`config.mk`:
```
export PLATFORM = sky130hd
export DESIGN_NAME = pc_sequencer
export DESIGN_NICKNAME = d
export VERILOG_FILES = /design/src/rtl/pc_sequencer.sv
export SDC_FILE = /design/constraint.sdc
export NUM_CORES = 1
export LEC_CHECK = 0
export CORE_AREA = 4 4 130 132
export DETAILED_ROUTE_END_ITERATION = 16
export DIE_AREA = 0 0 134 136
export PLACE_DENSITY = 0.75
export SETUP_SLACK_MARGIN = 0.3
export SLEW_MARGIN = 20
export SYNTH_ARGS = -nofsm -noshare
export SYNTH_HDL_FRONTEND = slang
export SYNTH_SLANG_ARGS = --single-unit
```
`constraint.sdc`:
```
create_clock -name clk -period 4.3 [get_ports clk]
set_clock_uncertainty 0.05 [all_clocks]
set_input_delay 1.075 -clock clk [delete_from_list [all_inputs] [get_ports clk]]
set_output_delay 1.075 -clock clk [all_outputs]
set_load 0.02 [all_outputs]
```
`src/rtl/pc_sequencer.sv`:
```
// pc_sequencer: next-PC controller for the RV32I fetch front end.
// Ports: clk/rst_n (async active-low reset); fetch_valid_o/fetch_addr_o/fetch_ready_i
// fetch handshake; dec_valid_i/dec_ready_o plus br_type_i, br_taken_i, br_imm_i,
// dec_pc_i, rs1_val_i control-flow descriptor; adder_a_o/adder_b_o/adder_sum_i shared
// external target adder; redirect_o flush pulse; trap_o/trap_addr_o misaligned-target trap.
module pc_sequencer #(
    parameter logic [31:0] RESET_PC = 32'h0000_0000
) (
    input  logic        clk,
    input  logic        rst_n,
    output logic        fetch_valid_o,
    output logic [31:0] fetch_addr_o,
    input  logic        fetch_ready_i,
    input  logic        dec_valid_i,
    output logic        dec_ready_o,
    input  logic [1:0]  br_type_i,
    input  logic        br_taken_i,
    input  logic [31:0] br_imm_i,
    input  logic [31:0] dec_pc_i,
    input  logic [31:0] rs1_val_i,
    output logic [31:0] adder_a_o,
    output logic [31:0] adder_b_o,
    input  logic [31:0] adder_sum_i,
    output logic        redirect_o,
    output logic        trap_o,
    output logic [31:0] trap_addr_o
);
    typedef enum logic [1:0] {BOOT, FETCH, CALC, TRAP} state_t;
    state_t      state_q, state_d;
    logic [31:0] pc_q, opa_q, opb_q, trap_addr_q, target;
    logic        jalr_q, fetch_valid_q, redirect_q, trap_q, take, misaligned;
    // br_type 10/11 are jumps; 01 redirects only when taken
    assign take       = dec_valid_i && dec_ready_o && (br_type_i[1] || (br_type_i == 2'b01 && br_taken_i));
    assign target     = {adder_sum_i[31:1], adder_sum_i[0] & ~jalr_q};
    assign misaligned = |target[1:0];
    always_ff @(posedge clk or negedge rst_n) begin
        if (!rst_n) begin
            state_q <= BOOT;
        end else begin
            state_q <= state_d;
        end
    end
    always_comb begin
        state_d = state_q == BOOT  ? FETCH :
                  state_q == FETCH ? (take ? CALC : FETCH) :
                  state_q == CALC  ? (misaligned ? TRAP : FETCH) : TRAP;
    end
    always_comb begin
        dec_ready_o = state_q == FETCH;
        adder_a_o   = state_q == CALC ? opa_q : 32'h0;
        adder_b_o   = state_q == CALC ? opb_q : 32'h0;
    end
    // A redirect in CALC overrides any increment made while the descriptor was accepted
    always_ff @(posedge clk or negedge rst_n) begin
        if (!rst_n) begin
            pc_q          <= RESET_PC;
            opa_q         <= 32'h0;
            opb_q         <= 32'h0;
            jalr_q        <= 1'b0;
            fetch_valid_q <= 1'b0;
            redirect_q    <= 1'b0;
            trap_q        <= 1'b0;
            trap_addr_q   <= 32'h0;
        end else begin
            if (state_q == CALC && !misaligned) begin
                pc_q <= target;
            end else if (fetch_valid_q && fetch_ready_i) begin
                pc_q <= pc_q + 32'd4;
            end
            if (take) begin
                opa_q  <= br_type_i == 2'b11 ? rs1_val_i : dec_pc_i;
                opb_q  <= br_imm_i;
                jalr_q <= br_type_i == 2'b11;
            end
            if (state_q == CALC && misaligned) begin
                trap_addr_q <= target;
            end
            fetch_valid_q <= state_d == FETCH;
            redirect_q    <= state_q == CALC && !misaligned;
            trap_q        <= state_d == TRAP;
        end
    end
    assign fetch_valid_o = fetch_valid_q;
    assign fetch_addr_o  = pc_q;
    assign redirect_o    = redirect_q;
    assign trap_o        = trap_q;
    assign trap_addr_o   = trap_addr_q;
endmodule
```
; After elaboration in Yosys (flattened, before gate mapping)
; Index checks and enable logic that the tools add are counted.
[totals]
reg_bits = 134
in_bits = 135
output_inout_bits = 132
elab_cells = 39
[classes]
add_sub_neg = 1
n_eq_ne = 6
n_mux = 10
n_bitwise = 2
reduce_logical = 11
[ops]
columns = operator, count
row1 = 32-bit two-way mux, 5
row2 = 32-bit by 3-bit adder with 32-bit output (second input constant), 1
row3 = 2-bit two-way mux, 5
row4 = 2-bit by 1-bit == test with 1-bit output (second input constant), 3
row5 = 2-bit == test (second input constant), 3
row6 = 1-bit logical AND, 6
row7 = 2-bit logical NOT, 1
row8 = 2-bit nonzero test, 1
row9 = 2-bit OR reduction, 1
row10 = 1-bit AND, 1
row11 = 1-bit logical NOT, 1
row12 = 1-bit logical OR, 1
row13 = 1-bit inverter, 1

; Longest topological paths before layout
[logic_depth]
word_depth = 8
depth_mapped = 7

; Worst setup path after synthesis
; Ideal clock, no wire load.
[synth_path]
kind = reg-to-output
from = register state_q[1]
to = output port adder_a_o[22]
t_arrival_ns = 1.302
path_slack_ns = 1.873
stages_incl_launch_ff = 5
path_buffers = 2
cell_sequence = dfrtp_1 > nor2b_1 > clkbuf_1 > clkbuf_1 > and2_1
[synth_between]
elab_chain_len = 2
[synth_lines]
columns = element, line_no
row1 = start: declaration, 29  ; state_t state_q, state_d;
row2 = start signal: assignment, 40  ; state_q <= state_d;
row3 = 2-bit == test, 50  ; adder_a_o = state_q == CALC ? opa_q : 32'h0;
row4 = 32-bit two-way mux, 50
row5 = end: declaration, 21  ; output logic [31:0] adder_a_o,
; No other way between the ends.

; Worst setup path in the final report
[layout_path]
from = register state_q[1]
to = output port adder_b_o[9]
[layout_between]
elab_chain_len = 2
[layout_lines]
columns = element, line_no
row1 = 2-bit == test, 51  ; adder_b_o = state_q == CALC ? opb_q : 32'h0;
row2 = 32-bit two-way mux, 51
row3 = end: declaration, 22  ; output logic [31:0] adder_b_o,
; No other way between the ends.

==> flow_summary.json <==
{
  "status": "finished, final reports clean",
  "drtIter0Drc": 334,
  "floorplan.die.width_um": 134,
  "finalPower_mw": 5.79,
  "irDropWorstVdd_mv": 0.248,
  "cp.required_ns": 3.17,
  "setup_slack_ns": 0.880,
  "fin_crit_ns": 3.42,
  "slew_headroom_pct": 34.6,
  "clockRootBuffer": "clkbuf_16",
  "start_util_pct": 39.4,
  "grt_pass1_vias": 5248,
  "hold_buffers": 0,
  "drive_above_1_share_pct": 12.7,
  "nFillCells": 1256,
  "cts_setup_buffers": 0,
  "drv_cap": 0,
  "synth-seq-cells": 134,
  "period_share_pct": 79.5,
  "synth_area_leader_cell": "dfrtp_1",
  "ctsResizeCount": 0,
  "mostFrequentLayoutCells": "clkdlybuf4s50_1 (265), dfrtp_1 (134), and2_1 (71)",
  "place_inst": 1016,
  "drt_pass1_iterations": 5,
  "htreeDepth": 4,
  "leakagePower_nw": 4.03,
  "yosysWarnings": 0,
  "antenna_found_initial": 0,
  "grt_pass1_wl_um": 26800,
  "clkTransAtPathRegs_ns": 0.06,
  "rsz0062_at_grt": "no",
  "regToRegSetupSlack_ns": 2.00,
  "io_pins": 267,
  "powerDensity_mw_per_mm2": 601,
  "rows": 46,
  "design_area_mm2": 0.00964,
  "r2r_cells": 6,
  "synth_area_mm2": 0.00618,
  "fmax_mhz": 292,
  "fin_hold_ws_ns": 0.432,
  "preCtsSetupSlack_ns": 1.08,
  "crit_end": "adder_b_o[9]",
  "fp.dieH_um": 136,
  "worst_r2r_endpoint": "fetch_addr_o[8]$_DFFE_PN0P_",
  "drc": 0,
  "critPathLaunchType": "flop",
  "clkLatencyLatePin_ns": 0.41,
  "final_common_cell": "clkdlybuf4s50_1",
  "setup_violations": 0,
  "viasPerCell": 4.83,
  "cts.sinks": 134,
  "grt-ovfl-total": 0,
  "synth.avg_cell_area_um2": 11.0,
  "routed_wl_um": 17000,
  "antenna_cells": 0,
  "hpwl_um": 12500,
  "synthCells": 563,
  "post-route-util_pct": 61.3,
  "hp-class": "flop to flop",
  "core_area_mm2": 0.0157,
  "port_buffers": 266,
  "grtUsageTotal_pct": 18.5,
  "cp-end-kind": "output port",
  "wl_per_cell_um": 16.2,
  "cts_buffers": 17,
  "setup_tns_ns": 0,
  "worstReg2RegStart": "state_q[1]$_DFF_PN0_",
  "area_delta_synth_final_pct": 55.8,
  "crit_path_start": "state_q[1]$_DFF_PN0_",
  "place_area_mm2": 0.00905,
  "finalHoldViolCount": 0,
  "tritoncts": "built",
  "fin_nets": 955,
  "finalNonFillerCells": 1048,
  "cp.arrival_ns": 2.30,
  "die_area_mm2": 0.0182,
  "path_class": "flop to output port",
  "seq_area_frac_synth_pct": 54.2,
  "tightest_slew_ns": 0.978,
  "slew_violations": 0,
  "synth_nets": 699,
  "vias": 5057,
  "gp_congestion": 0.815,
  "post_synth_num_cell_types": 30,
  "cts_buffer_depth": 2,
  "synth.top_cell.area_share_pct": 54.2,
  "crit_fanout": 68,
  "synth.area.top_cells": "dfrtp_1 (54%), mux2_2 (11%), and2_1 (7.2%)",
  "grt_max_degree": 73,
  "antenna_left": 0
}
## area by class of cell
| class | instances | area (um2) | area share, % |
|---|---|---|---|
| clock buffer | 18 | 429 | 4.45 |
| clock inverter | 14 | 153 | 1.58 |
| inverter | 6 | 22.5 | 0.234 |
| multi-input combinational | 389 | 2680 | 27.8 |
| sequential | 134 | 3350 | 34.8 |
| tap | 216 | 270 | 2.80 |
| timing repair buffer | 271 | 2730 | 28.3 |
## critical path, stage by stage (launching register included)
cell             delay, ns
dfrtp_1               0.39
nor2b_4               0.15
buf_4                 0.45
and2_1                0.24
clkdlybuf4s50_1       0.62
## worst min path at each step
stage               cells after the start                         end                        from  slack (ns)
detailed placement                      2          jalr_q$_DFFE_PN0N_          jalr_q$_DFFE_PN0N_        0.42
CTS                                     2          jalr_q$_DFFE_PN0N_          jalr_q$_DFFE_PN0N_        0.43
global placement                        2  trap_addr_o[1]$_DFFE_PN0P_  trap_addr_o[1]$_DFFE_PN0P_        0.41
global route                            1        opb_q[8]$_DFFE_PN0N_        opb_q[8]$_DFFE_PN0N_        0.46
finish                                  2  trap_addr_o[0]$_DFFE_PN0P_  trap_addr_o[0]$_DFFE_PN0P_        0.43
floorplan                               2          jalr_q$_DFFE_PN0N_          jalr_q$_DFFE_PN0N_        0.40
## synth_stat cells
library cell and count:
buf_1 6, and4_4 1, mux2_2 62, nor2_4 1, nor2_1 41, and4_1 2
dfrtp_1 134, or4_1 1, a21oi_1 35, inv_1 6, clkbuf_1 15, and2_1 71
xor2_1 20, a31oi_1 3, nand3_4 1, nor4_1 1, o31ai_1 1, o21ai_0 30
mux2i_1 33, xnor2_1 6, nand3_1 6, and3_1 4, or3_1 2, buf_2 13
nand2_1 44, nor3_1 3, nor2b_1 3, nand4_1 16, ha_1 1, and3b_1 1
## report_power, final
group	total (mW)	internal [mW]	switching, mW
Sequential	2.23	1.84	0.383
Combinational	2.15	1.14	1.01
Clock	1.41	0.858	0.554
Total	5.79	3.84	1.94
## routing by layer
| layer | GRT usage [%] | part of all wire, % |
|---|---|---|
| met1 | 22.7 | 42 |
| met4 | 5.37 | 0.87 |
| met5 | 0 | 0 |
| met2 | 31.0 | 51 |
| met3 | 6.44 | 6.8 |
## registers in the layout (all words and copies together), names as in the netlist
name	cells
fetch_addr_o	32
opa_q	32
opb_q	32
trap_addr_o	32
state_q	2
fetch_valid_o	1
jalr_q	1
redirect_o	1
trap_o	1
## kinds of logic (layout without fill, tap and decap cells)
logic type               count (synthesis)  in the layout  share of synthesized area, %
adder cells (fa/ha/maj)                  1              1                         0.202
multiplexers                            95             95                          16.6
AND/OR/NAND/NOR                        198            198                          16.9
AO/OA/AOI/OAI                           69             69                          5.68
XOR/XNOR                                26             26                          3.68
buffers and inverters                   40            309                          2.69
flip-flops                             134            134                          54.2
Note: power is estimated with default switching activity, not from simulation.
